[config.mk]
export PLATFORM = sky130hd
export DESIGN_NAME = wb_uart_rx_fifo
export DESIGN_NICKNAME = d
export VERILOG_FILES = /design/src/rtl/wb_uart_rx_fifo.sv
export SDC_FILE = /design/constraint.sdc
export NUM_CORES = 1
export LEC_CHECK = 0
export ABC_AREA = 0
export CORE_UTILIZATION = 41
export CTS_CLUSTER_SIZE = 10
export DETAILED_ROUTE_END_ITERATION = 16
export SLEW_MARGIN = 30
export SYNTH_ARGS = -nofsm -noshare
export SYNTH_HDL_FRONTEND = slang
export SYNTH_SLANG_ARGS = --single-unit
[constraint.sdc]
create_clock -name clock -period 7.5 [get_ports clock]
set_clock_uncertainty 0.2 [all_clocks]
set_input_delay 1.125 -clock clock [delete_from_list [all_inputs] [get_ports clock]]
set_output_delay 1.125 -clock clock [all_outputs]
set_load 0.02 [all_outputs]
[src/rtl/wb_uart_rx_fifo.sv]
// 16x-oversampled 8N1 UART receiver feeding a byte FIFO, exposed as a small
// Wishbone slave (RXDATA / STATUS / CTRL) with a level interrupt.
module wb_uart_rx_fifo #(
  parameter int CLK_FREQ_HZ = 24000000,
  parameter int BAUD        = 115200,
  parameter int FIFO_AW     = 4
) (
  input  logic        clock,
  input  logic        reset_n,
  input  logic        rx_i,
  input  logic [1:0]  wb_adr_i,
  input  logic [31:0] wb_dat_i,
  output logic [31:0] wb_dat_o,
  input  logic        wb_we_i,
  input  logic [3:0]  wb_sel_i,
  input  logic        wb_stb_i,
  input  logic        wb_cyc_i,
  output logic        wb_ack_o,
  output logic        irq_o
);

  localparam int DIV   = (CLK_FREQ_HZ + 8 * BAUD) / (16 * BAUD);
  localparam int PW    = $clog2(DIV);
  localparam int DEPTH = 1 << FIFO_AW;
  localparam logic [PW-1:0]      DIV_M1  = PW'(DIV - 1);
  localparam logic [FIFO_AW:0]   CNT_MAX = (FIFO_AW + 1)'(DEPTH);

  localparam logic [1:0] S_IDLE  = 2'd0;
  localparam logic [1:0] S_START = 2'd1;
  localparam logic [1:0] S_DATA  = 2'd2;
  localparam logic [1:0] S_STOP  = 2'd3;

  logic               sync1, rx, rx_prev;
  logic [PW-1:0]      presc;
  logic               tick, rx_fall, leave_idle;
  logic [1:0]         state;
  logic [3:0]         sc;
  logic [2:0]         idx;
  logic [7:0]         shreg;
  logic               stop_eval, push, pop, set_ovr, set_ferr;
  logic [7:0]         mem [DEPTH];
  logic [FIFO_AW-1:0] wr_ptr, rd_ptr;
  logic [FIFO_AW:0]   count;
  logic               empty, full, ovr, ferr;
  logic [1:0]         ctrl;
  logic               req, wr, clr_ovr, clr_ferr;
  logic [31:0]        rdata;
  logic               unused_ok;

  assign unused_ok = ^{wb_sel_i, wb_dat_i[31:4]};

  always_ff @(posedge clock or negedge reset_n) begin
    if (!reset_n) begin
      sync1   <= 1'b1;
      rx      <= 1'b1;
      rx_prev <= 1'b1;
    end else begin
      sync1   <= rx_i;
      rx      <= sync1;
      rx_prev <= rx;
    end
  end

  assign rx_fall    = rx_prev & ~rx;
  assign leave_idle = (state == S_IDLE) & rx_fall;
  assign tick       = (presc == DIV_M1);

  // Restarting the prescaler at the start edge aligns sampling to mid-bit.
  always_ff @(posedge clock or negedge reset_n) begin
    if (!reset_n)        presc <= '0;
    else if (leave_idle) presc <= '0;
    else if (tick)       presc <= '0;
    else                 presc <= presc + 1'b1;
  end

  always_ff @(posedge clock or negedge reset_n) begin
    if (!reset_n) begin
      state <= S_IDLE;
      sc    <= '0;
      idx   <= '0;
      shreg <= '0;
    end else begin
      case (state)
        S_IDLE: if (rx_fall) begin
          state <= S_START;
          sc    <= '0;
        end
        S_START: if (tick) begin
          if (sc == 4'd7) begin
            state <= rx ? S_IDLE : S_DATA;
            sc    <= '0;
            idx   <= '0;
          end else begin
            sc <= sc + 1'b1;
          end
        end
        S_DATA: if (tick) begin
          sc <= sc + 1'b1;
          if (sc == 4'd15) begin
            shreg[idx] <= rx;
            idx        <= idx + 1'b1;
            if (idx == 3'd7) state <= S_STOP;
          end
        end
        default: if (tick) begin
          sc <= sc + 1'b1;
          if (sc == 4'd15) state <= S_IDLE;
        end
      endcase
    end
  end

  assign stop_eval = (state == S_STOP) & tick & (sc == 4'd15);
  assign push      = stop_eval & rx & ~full;
  assign set_ovr   = stop_eval & rx & full;
  assign set_ferr  = stop_eval & ~rx;

  assign empty = (count == '0);
  assign full  = (count == CNT_MAX);

  assign req      = wb_cyc_i & wb_stb_i & ~wb_ack_o;
  assign wr       = req & wb_we_i;
  assign pop      = req & ~wb_we_i & (wb_adr_i == 2'd0) & ~empty;
  assign clr_ovr  = wr & (wb_adr_i == 2'd1) & wb_dat_i[2];
  assign clr_ferr = wr & (wb_adr_i == 2'd1) & wb_dat_i[3];

  always_ff @(posedge clock or negedge reset_n) begin
    if (!reset_n) begin
      for (int unsigned i = 0; i < DEPTH; i++) mem[i] <= '0;
      wr_ptr <= '0;
      rd_ptr <= '0;
      count  <= '0;
    end else begin
      if (push) begin
        mem[wr_ptr] <= shreg;
        wr_ptr      <= wr_ptr + 1'b1;
      end
      if (pop) rd_ptr <= rd_ptr + 1'b1;
      case ({push, pop})
        2'b10:   count <= count + 1'b1;
        2'b01:   count <= count - 1'b1;
        default: count <= count;
      endcase
    end
  end

  always_comb begin
    rdata = '0;
    case (wb_adr_i)
      2'd0: if (!empty) rdata[7:0] = mem[rd_ptr];
      2'd1: begin
        rdata[0]            = ~empty;
        rdata[1]            = full;
        rdata[2]            = ovr;
        rdata[3]            = ferr;
        rdata[8+FIFO_AW:8]  = count;
      end
      2'd2:    rdata[1:0] = ctrl;
      default: rdata = '0;
    endcase
  end

  always_ff @(posedge clock or negedge reset_n) begin
    if (!reset_n) begin
      wb_ack_o <= 1'b0;
      wb_dat_o <= '0;
      ovr      <= 1'b0;
      ferr     <= 1'b0;
      ctrl     <= '0;
      irq_o    <= 1'b0;
    end else begin
      wb_ack_o <= req;
      wb_dat_o <= req ? rdata : '0;
      ovr      <= (ovr & ~clr_ovr) | set_ovr;
      ferr     <= (ferr & ~clr_ferr) | set_ferr;
      if (wr && wb_adr_i == 2'd2) ctrl <= wb_dat_i[1:0];
      irq_o    <= (ctrl[0] & ~empty) | (ctrl[1] & (ovr | ferr));
    end
  end

endmodule
-- Word-level counts from Yosys, hierarchy flattened
Cells that the tools add are included.
- add/subtract/negate cells: 7
- $lt $le $gt $ge: 5
- equal/unequal tests: 18
- mux-type cells: 38
- bitwise operators: 34
- reductions and logical operators: 14
- operators with widths (cell ; number):
    128-bit bitwise mux ; 1
    8-bit binary-select mux with 4-bit select ; 1
    8-bit demux with 4-bit select ; 1
    8-bit two-way mux ; 4
    4-bit two-way mux ; 7
    1-bit bitwise AND ; 21
    2-bit two-way mux ; 9
    4-bit by 1-bit adder with 4-bit output (second input constant) ; 4
    13-bit two-way mux ; 1
    3-bit two-way mux ; 4
    2-bit != test (second input constant) ; 6
    2-bit case mux with 3 select lines ; 2
    5-bit >= comparator (second input constant) ; 2
    4-bit NOT with 5-bit output ; 2
    5-bit case mux with 2 select lines ; 1
    8-bit bitwise mux ; 1
    2-bit equality test (second input constant) ; 4
    4-bit equality test (second input constant) ; 2
    4-bit case mux with 2 select lines ; 1
    8-bit AND reduction ; 1
    1-bit NOT ; 7
    2-bit by 1-bit equality test with 1-bit output (second input constant) ; 3
    3-bit case mux with 2 select lines ; 1
    3-bit AND reduction ; 2
    other kinds (20) ; 28
- register bits after elaboration: 184
- output and inout bits: 34
- logic and storage cells: 149

-- Depth between registers and ports, before layout
- depth in word-level cells: 8
- depth in mapped cells: 14

-- Least setup slack after synthesis
Ideal clock, no wire load.
- path kind: input to register
- start: input wb_adr_i[1]
- end: register count[4]
- setup time: 0.123 ns
- arrival: 3.289 ns
- data required time: 7.177 ns
- slack: 3.888 ns
- stages on the path: 10
- cell sequence: or2_2 a2111oi_2 ha_1 clkbuf_1 xor2_1 ha_1 and3b_1 o21ai_0 a21oi_1 xnor2_1
- longest elaborated chain between the ends: 5
- ends and longest elaborated chain (element ; RTL line ; RTL):
    start: declaration ; 11 ; input logic [1:0] wb_adr_i,
    2-bit logical NOT * ; 123 ; assign pop = req & ~wb_we_i & (wb_adr_i == 2'd0) & ~empty;
    1-bit bitwise AND * (2 in a row) ; 123 ;
    named net pop ; 40 ; logic stop_eval, push, pop, set_ovr, set_ferr;
    2-bit by 1-bit equality test with 1-bit output or 2-bit equality test (tied branches) ; 139 ; case ({push, pop})
    5-bit case mux with 2 select lines or 2-bit nonzero test (tied branches) ; - ;
    end signal: assignment ; 140 ; 2'b10: count <= count + 1'b1;
    end signal: assignment ; 141 ; 2'b01: count <= count - 1'b1;
    end signal: assignment ; 142 ; default: count <= count;
    end: declaration ; 43 ; logic [FIFO_AW:0] count;
Mark *: on every way through the listed nets, which the timed path passes. The rest lies on a longest branch.
A chain may end at the register's enable or synchronous reset.

-- Worst setup path after layout
Same ends and word-level chain as after synthesis.

==> metrics <==
Routed Antenna Nets=0; slowest stage delay, CP=820 ps; R2R Path Start=presc[0]; crit end category=flip-flop; Worst Tran Pin Value=roughly 900 ps; synth top area cells=dfrtp_1 (52%), mux2_2 (18%), mux4_2 (8.6%), ha_1 (1.9%), buf_4 (1.7%); hold depth=0; DIE WIDTH=148 µm; register area share after synthesis=53.0%; drt drc=0; sequential power share=a little under half; Synth Flop Type=dfrtp_1; CTS Root Cell=clkbuf_16; CTS Buf Count=17; final hold vios=0; status=complete, no violations; number of global-route vias before repair=between 5000 and 6000; Sink Count=184; CP max-delay cell=a2111oi_2; P_leak=between 4 and 5 nW; antenna fix cells=0; Max Slew Vio Count=0; Area growth syn-to-layout=11.7%; Achievable Freq=245 MHz; Clock Power Share=~37%; GRT Total Usage=around 18%; Post-DP Area=about 0.009 mm²; CP cell instances=clkdlybuf4s50_1, or2_2, a2111oi_2, ha_1, xor2_1, ha_1, and3b_1, o21ai_0, a21oi_1, xnor2_1; Post-Syn Area=between 0.008 and 0.009 mm²; fin util=47.3%; buffers inserted by post-CTS timing repair=0; worst path arrival time=between 4000 and 5000 ps; Critical Path Source Type=primary input; post-synth cell types=between 50 and 60; gr ovfl total=0; Compound-Gate Fraction of Synth Area=under 10%; antenna violations before repair=0; Final setup violation count=0; slew margin rel.=about two fifths; mux share of post-synthesis cell area=approximately 28%; Syn. warnings=0; largest net degree at the start of global routing=109; global-route wire length before repair=just under 30 mm; Comb power frac=between 15 and 20%; iteration-0 DRC count of the detailed router=a little over 300; top-area cell type share of the netlist area=a little over half; WL/cell=20.0 µm; fin crit period=between 4000 and 5000 ps; number of synthesized flops with an enable pin=0; PortBufs=26; Post-Synth Adder-Cell Area=around 1.9%; r2r endpoint=count[4]; net switching power=0.666 mW; layout cells sized above 1=roughly 37%; via count=4949; WL final=18.2 mm; required time worst endpoint=approximately 7600 ps; fillers=~1800; pwr dens=roughly 240 mW/mm²; fin crit share=a little over half; CTS tree=built; CP most frequent cell=ha_1; first-pass iteration count of the detailed router=4; Mean Syn Cell Area=14.2 µm²; worst-path fanout max=8; H-tree depth=4; largest family of logic cells by synthesized area=multiplexers; Final GP Congestion=approximately 0.74; Setup Total Neg Slack=0 ps; R2R Setup Slk=3880 ps; fin area=approximately 0.0097 mm²; Initial Utilization=a little over two fifths; MaxCap Viol Count=0; Mapped Cells=~610; Setup CP Type=primary input to flip-flop; row count=52; Worst Reg2Reg Path Length in Cells=13; register bit total from synthesis=around 180; Vert. Die Dim=around 150 µm; Worst-Skew Late Latency=about 430 ps; Hold Crit Class=flip-flop to flip-flop; die area=about 0.022 mm²; Crit. Startpoint=wb_adr_i[1]; Post-CTS Resized=0; Peak VDD IR=roughly 0.00016 V; P_int=1.71 mW; Post-CTS Hold Buffers=0; DR vias/cell=about 5.4; RSZ-0062 raised after global routing=no; hpwl dp=about 12 mm; cell taking the most area after synthesis=dfrtp_1; Synth Area in XOR/XNOR=approximately 1.5%; clk slew on worst S/H paths=roughly 70 ps; Final #Nets=~690; Switching Fraction=28.1%; clk buf depth=2; FFs w/ async S/R, synth=100%; Worst setup endpoint=count[4]; core area=0.0205 mm²; io pins=just under 80; Synth Area in Simple Gates=between 7 and 8%
[Yosys cell counts, types with 3 or more instances]
cell      instances
a211oi_1          9
a21oi_1          10
xor2_1            6
o21ai_0           9
mux4_2           33
dfstp_2           3
nand2_1           9
and3_1            3
nor2b_1          12
ha_1             13
mux2_2          141
nor3b_1           3
nor3_1            4
clkbuf_1         22
nand3_1          15
buf_2            10
nor2_1           14
inv_1            13
nand4_1           7
mux2i_1           8
and2_1            8
buf_4            20
xnor2_1           9
nand3_2          12
dfrtp_1         181
[worst max-delay path: cells and delay by family]
family	cells	cell delay (ps)
XOR/XNOR	2	340
AO/OA/AOI/OAI	3	1110
AND/OR/NAND/NOR	2	490
adder cells (fa/ha/maj)	2	660
buffers and inverters	1	490
[per-layer routing]
metal	global-route usage (%)	wire length, µm
met1	23.9	7990
met2	31.4	9490
met3	3.52	560
met4	4.95	153
met5	0	0
[power by group through the flow]
stage	sequential, mW	clock (mW)	combinational, mW
finish	1.10	0.884	0.392
global route	1.11	0.955	0.435
CTS	1.10	0.909	0.401
detailed placement	1.12	0	0.400
global placement	1.11	0	0.389
floorplan	1.09	0	0.310
[sequential cells by signal, indices dropped and copies added (netlist names)]
name / cells
mem: 128
wb_dat_o: 13
shreg: 8
count: 5
presc: 4
rd_ptr: 4
sc: 4
wr_ptr: 4
idx: 3
ctrl: 2
state: 2
ferr: 1
irq_o: 1
ovr: 1
rx: 1
rx_prev: 1
sync1: 1
wb_ack_o: 1
[how the worst min path moves through the flow]
stage               start  to  slack (ps)
floorplan           sync1  rx         150
global placement    sync1  rx         150
detailed placement  sync1  rx         150
CTS                 sync1  rx         160
global route        sync1  rx         170
finish              sync1  rx         160
[layout by cell type, fill, tap and decap left out, drive strengths merged, types with 3 or more instances in the layout]
master,netlist,routed
ha,13,13
clkdlybuf4s50,0,25
nand2,9,9
clkbuf,22,22
dfrtp,181,181
mux4,33,33
mux2,142,142
buf,32,6
a21oi,10,10
inv,13,13
nor2b,12,12
clkinvlp,0,5
o21ai,9,9
conb,1,19
dfstp,3,3
nor2,14,14
xnor2,9,9
and3,3,3
a211oi,9,9
nand3,27,27
mux2i,8,8
nor3,4,4
a2111oi,3,3
clkinv,1,5
nand4,9,9
nor3b,3,3
and2,8,8
xor2,6,6
[kinds of logic (layout without fill, tap and decap cells)]
kind of cell / Yosys count / in the layout
compound gates: 47 / 47
buf+inv: 68 / 78
simple gates: 102 / 102
xor+xnor: 15 / 15
fa+ha+maj: 13 / 13
mux: 183 / 183
flops: 184 / 184
other cells: 1 / 19
[stage by stage]
| step | total power [mW] | cells | worst slack [ps] | hold WS, ps |
|---|---|---|---|---|
| 2_1_floorplan | 1.40 | 631 | 3890 | 145 |
| 4_1_cts | 2.41 | 911 | 3440 | 158 |
| 3_5_place_dp | 1.52 | 879 | 3020 | 148 |
| 3_3_place_gp | 1.50 | 879 | 3080 | 148 |
| 6_report | 2.37 | 911 | 3420 | 157 |
| 5_1_grt | 2.49 | 911 | 3220 | 166 |
[final cells by class]
cell class,instances,area (µm²),area share [%]
clock inverters,11,125,1.29
well taps,270,338,3.48
clock buffers,21,460,4.75
multi-input cells,379,3810,39.2
flip-flops and latches,184,4610,47.5
inverters,14,52.6,0.542
repair buffers,32,313,3.22
No activity file was read; power rests on OpenSTA's default activity.
